<file path="src/rtl/amns_job_sequencer.sv">
// rtl/amns_job_sequencer.sv - batch job sequencer between the AMNS multiplier core and the BRAM master port
module amns_job_sequencer #(
    parameter int unsigned DESC_BASE   = 0,
    parameter int unsigned STATUS_BASE = 64,
    parameter int unsigned MAX_JOBS    = 16
) (
    input  logic        clock_i,
    input  logic        reset_i,
    input  logic        start_i,
    output logic        done_o,
    output logic        busy_o,
    output logic        error_o,
    output logic [7:0]  jobs_done_o,
    output logic        core_start_o,
    input  logic        core_done_i,
    input  logic [31:0] core_addr_i,
    input  logic [16:0] core_din_i,
    input  logic        core_we_i,
    input  logic        core_en_i,
    output logic [16:0] core_dout_o,
    output logic [31:0] BRAM_addr_o,
    output logic [16:0] BRAM_din_o,
    output logic        BRAM_we_o,
    output logic        BRAM_en_o,
    input  logic [16:0] BRAM_dout_i
);

    localparam logic [2:0] S_IDLE   = 3'd0;
    localparam logic [2:0] S_FETCH  = 3'd1;
    localparam logic [2:0] S_FWAIT  = 3'd2;
    localparam logic [2:0] S_START  = 3'd3;
    localparam logic [2:0] S_RUN    = 3'd4;
    localparam logic [2:0] S_STATUS = 3'd5;
    localparam logic [2:0] S_NEXT   = 3'd6;
    localparam logic [2:0] S_DONE   = 3'd7;

    localparam logic [7:0]  LAST_IDX = 8'(MAX_JOBS - 1);
    localparam logic [31:0] DESC_A   = 32'(DESC_BASE);
    localparam logic [31:0] STATUS_A = 32'(STATUS_BASE);

    logic [2:0]  r_state;
    logic [7:0]  r_idx;
    logic [15:0] r_base;
    logic        r_last;
    logic [15:0] r_cnt;
    logic [7:0]  r_jobs_done;
    logic        r_error;

    logic        w_grant;
    logic [31:0] w_addr;
    logic [16:0] w_din;
    logic        w_we;
    logic        w_en;

    always_ff @(posedge clock_i) begin
        if (reset_i) begin
            r_state     <= S_IDLE;
            r_idx       <= 8'd0;
            r_base      <= 16'd0;
            r_last      <= 1'b0;
            r_cnt       <= 16'd0;
            r_jobs_done <= 8'd0;
            r_error     <= 1'b0;
        end else begin
            case (r_state)
                S_IDLE: begin
                    if (start_i) begin
                        r_idx       <= 8'd0;
                        r_jobs_done <= 8'd0;
                        r_error     <= 1'b0;
                        r_state     <= S_FETCH;
                    end
                end
                S_FETCH: r_state <= S_FWAIT;
                S_FWAIT: begin
                    r_base  <= BRAM_dout_i[15:0];
                    r_last  <= BRAM_dout_i[16];
                    r_state <= S_START;
                end
                S_START: begin
                    r_cnt   <= 16'd0;
                    r_state <= S_RUN;
                end
                S_RUN: begin
                    // The cycle that samples core_done is not counted.
                    if (core_done_i) begin
                        r_state <= S_STATUS;
                    end else if (r_cnt != 16'hFFFF) begin
                        r_cnt <= r_cnt + 16'd1;
                    end
                end
                S_STATUS: begin
                    r_jobs_done <= r_jobs_done + 8'd1;
                    r_state     <= S_NEXT;
                end
                S_NEXT: begin
                    if (r_last) begin
                        r_state <= S_DONE;
                    end else if (r_idx == LAST_IDX) begin
                        r_error <= 1'b1;
                        r_state <= S_DONE;
                    end else begin
                        r_idx   <= r_idx + 8'd1;
                        r_state <= S_FETCH;
                    end
                end
                default: r_state <= S_IDLE;
            endcase
        end
    end

    assign w_grant = (r_state == S_START) || (r_state == S_RUN);

    // Core requests outside the grant window are dropped, never queued.
    always_comb begin
        w_addr = 32'd0;
        w_din  = 17'd0;
        w_we   = 1'b0;
        w_en   = 1'b0;
        if (w_grant) begin
            w_addr = core_addr_i + {16'd0, r_base};
            w_din  = core_din_i;
            w_we   = core_we_i;
            w_en   = core_en_i;
        end else if (r_state == S_FETCH) begin
            w_addr = DESC_A + {24'd0, r_idx};
            w_en   = 1'b1;
        end else if (r_state == S_STATUS) begin
            w_addr = STATUS_A + {24'd0, r_idx};
            w_din  = {1'b1, r_cnt};
            w_we   = 1'b1;
            w_en   = 1'b1;
        end
    end

    assign BRAM_addr_o  = w_addr;
    assign BRAM_din_o   = w_din;
    assign BRAM_we_o    = w_we;
    assign BRAM_en_o    = w_en;
    assign core_dout_o  = BRAM_dout_i;
    assign core_start_o = (r_state == S_START);
    assign done_o       = (r_state == S_DONE);
    assign busy_o       = (r_state != S_IDLE);
    assign error_o      = r_error;
    assign jobs_done_o  = r_jobs_done;

endmodule

</file>
<file path="config.mk">
export PLATFORM = sky130hd
export DESIGN_NAME = amns_job_sequencer
export DESIGN_NICKNAME = d
export VERILOG_FILES = /design/src/rtl/amns_job_sequencer.sv
export SDC_FILE = /design/constraint.sdc
export NUM_CORES = 1
export LEC_CHECK = 0
export BUFFER_PORTS_ARGS = -buffer_cell sky130_fd_sc_hd__buf_4
export CORE_MARGIN = 2
export CORE_UTILIZATION = 30
export CTS_CLUSTER_SIZE = 10
export DETAILED_ROUTE_END_ITERATION = 8
export SLEW_MARGIN = 30
export SYNTH_ARGS = -nofsm -noshare
export SYNTH_HDL_FRONTEND = slang
export SYNTH_SLANG_ARGS = --single-unit
</file>
<file path="constraint.sdc">
create_clock -name clock_i -period 6.4 [get_ports clock_i]
set_input_delay 0.64 -clock clock_i [delete_from_list [all_inputs] [get_ports clock_i]]
set_output_delay 0.64 -clock clock_i [all_outputs]
set_load 0.02 [all_outputs]
</file>
==> results of run 1 <==
[synthesized netlist by cell type (3+ instances only)]
library cell	n	area (um2)
nand2_1	95	356.6
a21oi_1	59	295.3
dfxtp_1	53	1061
nor2_1	46	172.7
nand3_1	31	155.2
o21ai_0	29	145.1
clkbuf_1	22	82.58
ha_1	21	262.8
a22o_1	20	175.2
nor3_1	19	95.09
buf_4	17	127.6
inv_1	15	56.30
and3_1	12	75.07
mux2i_1	10	100.1
nand2b_1	10	62.56
nand4_1	10	62.56
o211ai_1	10	75.07
xnor2_1	10	87.58
a31oi_1	8	50.05
buf_2	8	40.04
nor3b_1	8	60.06
a311oi_1	6	52.55
or3_1	6	37.54
a211oi_1	5	37.54
a21o_1	5	37.54
nor2b_1	5	31.28
xor2_1	5	43.79
a211o_1	4	35.03
mux2_2	4	45.04
nand3b_1	4	30.03
o22ai_1	4	25.02
and2_1	3	18.77
o21a_1	3	22.52
o2bb2ai_1	3	26.28
o31ai_1	3	22.52
[stage by stage]
step / worst slack, ns / area, um2 / utilization / cells
finish: 2.471 / 5719 / 0.3950 / 909
global route: 2.090 / 5719 / 0.3950 / 909
CTS: 2.471 / 5718 / 0.3949 / 909
detailed placement: 2.795 / 5560 / 0.3840 / 901
global placement: 2.575 / 5555 / 0.3837 / 901
floorplan: 3.222 / 4438 / - / 613
[kinds of logic (layout without fill, tap and decap cells)]
| kind of cell | after synthesis | in the layout | share of synthesized area |
|---|---|---|---|
| AO/OA/AOI/OAI | 178 | 178 | 0.2673 |
| XOR/XNOR | 15 | 15 | 0.02960 |
| adder cells (fa/ha/maj) | 22 | 22 | 0.06372 |
| buffers and inverters | 63 | 175 | 0.06992 |
| flip-flops | 53 | 53 | 0.2391 |
| multiplexers | 14 | 14 | 0.03270 |
| AND/OR/NAND/NOR | 268 | 268 | 0.2977 |
[path summary, 6_finish.rpt]
kind | startpoint | end | slack (ns) | depth (start not counted)
min | r_base[4] | r_base[4] | 0.46 | 2
max | r_state[0] | BRAM_addr_o[13] | 2.47 | 6
min reg2reg | r_base[4] | r_base[4] | 0.46 | 2
max reg2reg | r_state[0] | r_cnt[13] | 3.93 | 5
[worst max-delay path: stages (launching register included)]
cell and delay [ns]:
dfxtp_1 0.84, nand3b_1 0.62, nand2_2 0.53, buf_4 0.36, a311oi_1 0.29, o311ai_1 0.15
buf_4 0.20
[cell type report]
cell class	count	area (um2)	share of cell area
Multi-Input combinational cell	497	3073	0.5373
Timing Repair Buffer	152	1141	0.1995
Sequential cell	53	1061	0.1855
Tap cell	184	230.2	0.04025
Clock buffer	7	152.6	0.02669
Inverter	15	56.30	0.009845
Clock inverter	1	5.005	0.0008751
[sequential cells by signal, indices dropped and copies added, names as in the netlist]
name         count
error_o          1
jobs_done_o      8
r_base          16
r_cnt           16
r_idx            8
r_last           1
r_state          3
[report_power, final]
group          internal [mW]  switching [mW]  leakage (nW)  total [mW]
logic                  0.104           0.139          1.90       0.244
registers              0.338          0.0122         0.429       0.350
clock network          0.166           0.126        0.0799       0.292
[layer usage]
layer  global-route usage  vias up  wire length (um)
met5                    0        -                 0
met3              0.02931       12               782
li1                     -     2455                 -
met2               0.2598      116              6095
met4              0.03725        0               156
met1               0.2416     2160              6674
==> impl_results.md, run 1 <==
- WL final: about 14 mm
- Die height: about 130 um
- Post-DR vias/cell: ~5.2
- Net Count, Synth: 707
- Commonest non-fill, non-tap cell in the layout: buf_4
- Final setup viols: 0
- Synth unique cells: 67
- Area Overhead vs Synth: 28.87%
- Vias in the first global route: 4,344
- ANT nets after route: 0
- Final net count: slightly above 800
- Clk_skew: approximately 0.0063 ns
- Power Dens Cells: between 150 and 200 nW/um2
- Drt first pass iters: 5
- RSZ-0062 raised after global routing: no
- Post-CTS Hold Buffers: 0
- Max cap viols: 0
- Fin. max-slew vios: 0
- Final hold violation count: 0
- Number of flops mapped to enable cells by yosys: 0
- Global route total overflow: 0
- # diodes: 0
- Post-Syn Area per Cell: around 7.2 um2
- Post-Syn Instances: just over 600
- Via Count: ~4,700
- DRC viols: 0
- Initial antenna violation count: 0
- First-pass GRT wire length: around 22 mm
- Num ports: ~150
- DR WL/cell: approximately 15 um
- Total number of yosys warnings: 0
- Mapped Area: between 4000 and 5000 um2
- Worst setup SP type: flop
- Initial Util: 0.3065
- Sequential share of the synthesized area: 0.2391
- Layout cell share with drive strength beyond 1: 0.2510
- Clock sink count: 53
- I/O Buffers: approximately 150
- Max clock buf depth: 2
- Most frequent cells in the layout: buf_4, nand2_1, a21oi_1
- GP Congestion: roughly 0.83
- CTS Root Cell: clkbuf_16
- DRT iter0 DRCs: around 330
- Final Hold Slack: around 0.46 ns
- # Post-CTS Setup Buffers: 0
- H-Tree Depth: 2
- VDD IR max: between 100 and 150 uV
- CTS resizes: 0
- Clk Latency, worst-skew pair: about 0.29 ns
- Slew headroom: 0.4466
- Status: complete, no violations
- Fillers: between 1,500 and 2,000
- Largest net degree at the start of global routing: 49
- Dpl hpwl: between 10 and 15 mm
- Critical Path AT: approximately 3.3 ns
- Primary FF master, synth: dfxtp_1
- Pwr Total: between 800 and 900 uW
- Sum of negative setup slack: 0 ns
- Min-delay worst type: flop to flop
- CP Max Fanout: 31
- Worst Max-Slew Pin Slew: ~0.83 ns
- Post-synthesis async set-or-reset flop share: 0
- Period utilization: 0.6139
- CTS tree: yes
- Clock-pin slew on the worst setup and hold paths: 0.07 ns
- GRT Util Overall: 0.1670
- Full die area: between 15,000 and 20,000 um2
- Rows: 44
- Crit path time final: ~3.9 ns
- Nature of the critical path endpoint: primary output
- Die width: around 130 um
- CTS buffer count: 5
- Seq cells post-synth: 53
- F_max: around 250 MHz
- WP data required: between 5 and 6 ns
- Core Area: 14,480 um2
- Setup Crit Path Kind: flop to primary output
- Leakage: 2.410 nW
No activity file was read; power rests on OpenSTA's default activity.
==> run 2: changes to the inputs <==
--- a/config.mk
+++ b/config.mk
@@ -5,6 +5,7 @@
 export SDC_FILE = /design/constraint.sdc
 export NUM_CORES = 1
 export LEC_CHECK = 0
+export ABC_AREA = 1
 export BUFFER_PORTS_ARGS = -buffer_cell sky130_fd_sc_hd__buf_4
 export CORE_MARGIN = 2
 export CORE_UTILIZATION = 30
==> constraint.sdc (replaced) <==
create_clock -name clock_i -period 3.95 [get_ports clock_i]
set_input_delay 0.395 -clock clock_i [delete_from_list [all_inputs] [get_ports clock_i]]
set_output_delay 0.395 -clock clock_i [all_outputs]
set_load 0.02 [all_outputs]
==> impl_results.md, run 2 <==
- Post-Syn Instances: between 800 and 900
- Post-synth top cells: nand2_1, inv_1, nor2_1
- Combinational share of power: 0.375
- Final Hold Slack: between 0.3 and 0.4 ns
- Top Usage Layer GRT: met2
- Status: complete, no violations
- Post-Syn Area per Cell: approximately 5.7 um2
- Power Dens Cells: around 260 nW/um2
- Net Count, Synth: 953
- I/O Buffers: approximately 150
- Max clock buf depth: 2
- Ranking of synthesized cells by area: dfxtp_1, nand2_1, inv_1
- Clk_skew: about 0.0045 ns
- Slew headroom: 0.4414
- H-Tree Depth: 2
- WP data required: 3.56 ns
- RSZ-0062 raised after global routing: no
- Dpl hpwl: 12.31 mm
- Area leader, netlist: dfxtp_1
- Post-synthesis async set-or-reset flop share: 0
- Max cap viols: 0
- Die width: 131.5 um
- Switching share of power: 0.3763
- Rows: 46
- Sequential power share: 0.361
- Worst setup margin: roughly 1.0 ns
- Biggest regs: r_base: 16 flops, r_cnt: 16 flops
- F_max: 338.8 MHz
- Crit path max-delay family: buffers and inverters
- CTS Root Cell: clkbuf_16
- Area Overhead vs Synth: 27.56%
- GR Util met1: 0.2265
- VDD IR max: 147.0 uV
- Worst path cell trace: inv_1, nand3_1, nand2_1, buf_4, inv_1, a21oi_1, o21ai_0, o21ai_0, buf_4
- Primary FF master, synth: dfxtp_1
- Setup Crit Path Kind: flop to primary output
- Final hold violation count: 0
- Critical path buffer and inverter count: 4
- GRT Util Overall: 0.1738
- Initial Util: 0.3072
- Largest net degree at the start of global routing: 36
- Placed inst area: 6086 um2
- Worst setup SP type: flop
- Initial antenna violation count: 0
- Post-DR vias/cell: between 4 and 5
- Core Area: roughly 16,000 um2
- Period utilization: 0.7471
- Final net count: ~1,100
- Full die area: between 15,000 and 20,000 um2
- CTS buffer count: 5
- Post-CTS Hold Buffers: 0
- Die height: 131.5 um
- Seq cells post-synth: 53
- Max incr delay on CP: about 0.45 ns
- CTS tree: yes
- Sequential share of the synthesized area: 0.2174
- First-pass GRT wire length: about 25 mm
- Nature of the critical path endpoint: primary output
- Global route total overflow: 0
- # diodes: 0
- CP max-delay cell: nand3_1
- Dpl ws: 1.315 ns
- Clock power share: 0.264
- GR Util met2: 0.2946
- Post-synth top area share: 0.2174
- Num ports: about 150
- DRT iter0 DRCs: around 320
- Critical Path AT: around 2.6 ns
- Met3 GRT Util: 0.03434
- Most common cell in the netlist: nand2_1
- Sw Pwr: 619.1 uW
- Worst Max-Slew Pin Slew: ~0.84 ns
- Footprint of the multi-input gates: 3088 um2
- WL final: roughly 16 mm
- Area taken by flip-flops and latches: 1061 um2
- Drt first pass iters: 5
- Worst reg-to-reg setup slack: 1.80 ns
- Layout cell share with drive strength beyond 1: 0.1777
- Mapped Area: 4880 um2
- Synth unique cells: 40
- CTS resizes: 0
- Internal cell power: 1.026 mW
- Sum of negative setup slack: 0 ns
- Commonest non-fill, non-tap cell in the layout: nand2_1
- Via Count: roughly 5,600
- DRC viols: 0
- ANT nets after route: 0
- DR WL/cell: roughly 13 um
- Clock-pin slew on the worst setup and hold paths: about 0.07 ns
- Fin. max-slew vios: 0
- Vias in the first global route: between 5,000 and 6,000
- Pwr Total: about 1.6 mW
- Post-route cell area: approximately 6200 um2
- Clock sink count: between 50 and 60
- CP Max Fanout: 25
- Clk Latency, worst-skew pair: slightly below 0.3 ns
- # Post-CTS Setup Buffers: 0
- Crit path time final: slightly below 3 ns
- Fillers: between 1,500 and 2,000
- Min-delay worst type: input pin to flop
- Total number of yosys warnings: 0
- Leakage: ~3.0 nW
- Final setup viols: 0
- Number of flops mapped to enable cells by yosys: 0
- GP Congestion: 0.8755
- Most frequent cells in the layout: nand2_1, buf_4, inv_1
-- run 2: cell count changes in the layout (fill, tap and decap cells not counted), sizes merged, moves of 9 or more --
cell	change
xnor2	-9
and3	-11
nand2	+157
nand3	+31
mux2i	-10
nand2b	-9
inv	+121
a21oi	+13
o21ai	+27
a22o	-17
nor2	+48
-- run 2: worst paths after layout --
path,startpoint,endpoint,cells past startpoint
max reg2reg,r_cnt[0],r_cnt[15],8
min,BRAM_dout_i[1],r_base[1],3
min reg2reg,r_base[3],r_base[3],2
max,r_state[0],BRAM_addr_o[5],9
-- run 2: cell type report --
type | instances | share of cell area
Clock inverter | 2 | 0.001608
Tap cell | 216 | 0.04342
Sequential cell | 53 | 0.1705
Inverter | 136 | 0.08201
Timing Repair Buffer | 154 | 0.1857
Multi-Input combinational cell | 634 | 0.4961
Clock buffer | 6 | 0.02070
-- run 2: kinds of logic after synthesis --
logic type      count (synthesis)  synth area share
xor+xnor                        9           0.01615
fa+ha+maj                      22           0.05795
compound gates                149            0.1649
flops                          53            0.2174
buf+inv                       172            0.1508
simple gates                  454            0.3928
-- run 2: power by group through the flow --
stage          Combinational [mW]  Sequential, mW  Clock, mW
2_1_floorplan               0.397           0.599          0
3_3_place_gp                0.616           0.605          0
3_5_place_dp                0.617           0.606          0
4_1_cts                     0.621           0.594      0.448
5_1_grt                     0.687           0.599      0.463
6_report                    0.617           0.594      0.434
-- run 2: worst min-delay path: stages --
cell,delay (ns)
buf_4,0.08
o21ai_0,0.07
a21oi_1,0.10
-- run 2: per-stage QoR --
stage	utilization	std cells
after detailed placement	0.3831	1193
after CTS	0.3919	1201
after global placement	0.3828	1193
after global routing	0.3919	1201
after floorplan	-	859
final	0.3919	1201
-- run 2: routing by layer --
layer  up-vias  wire (um)
li1       2992          -
met1      2432       7187
met2       157       7225
met3        14        998
met4         0        199
met5         -          0
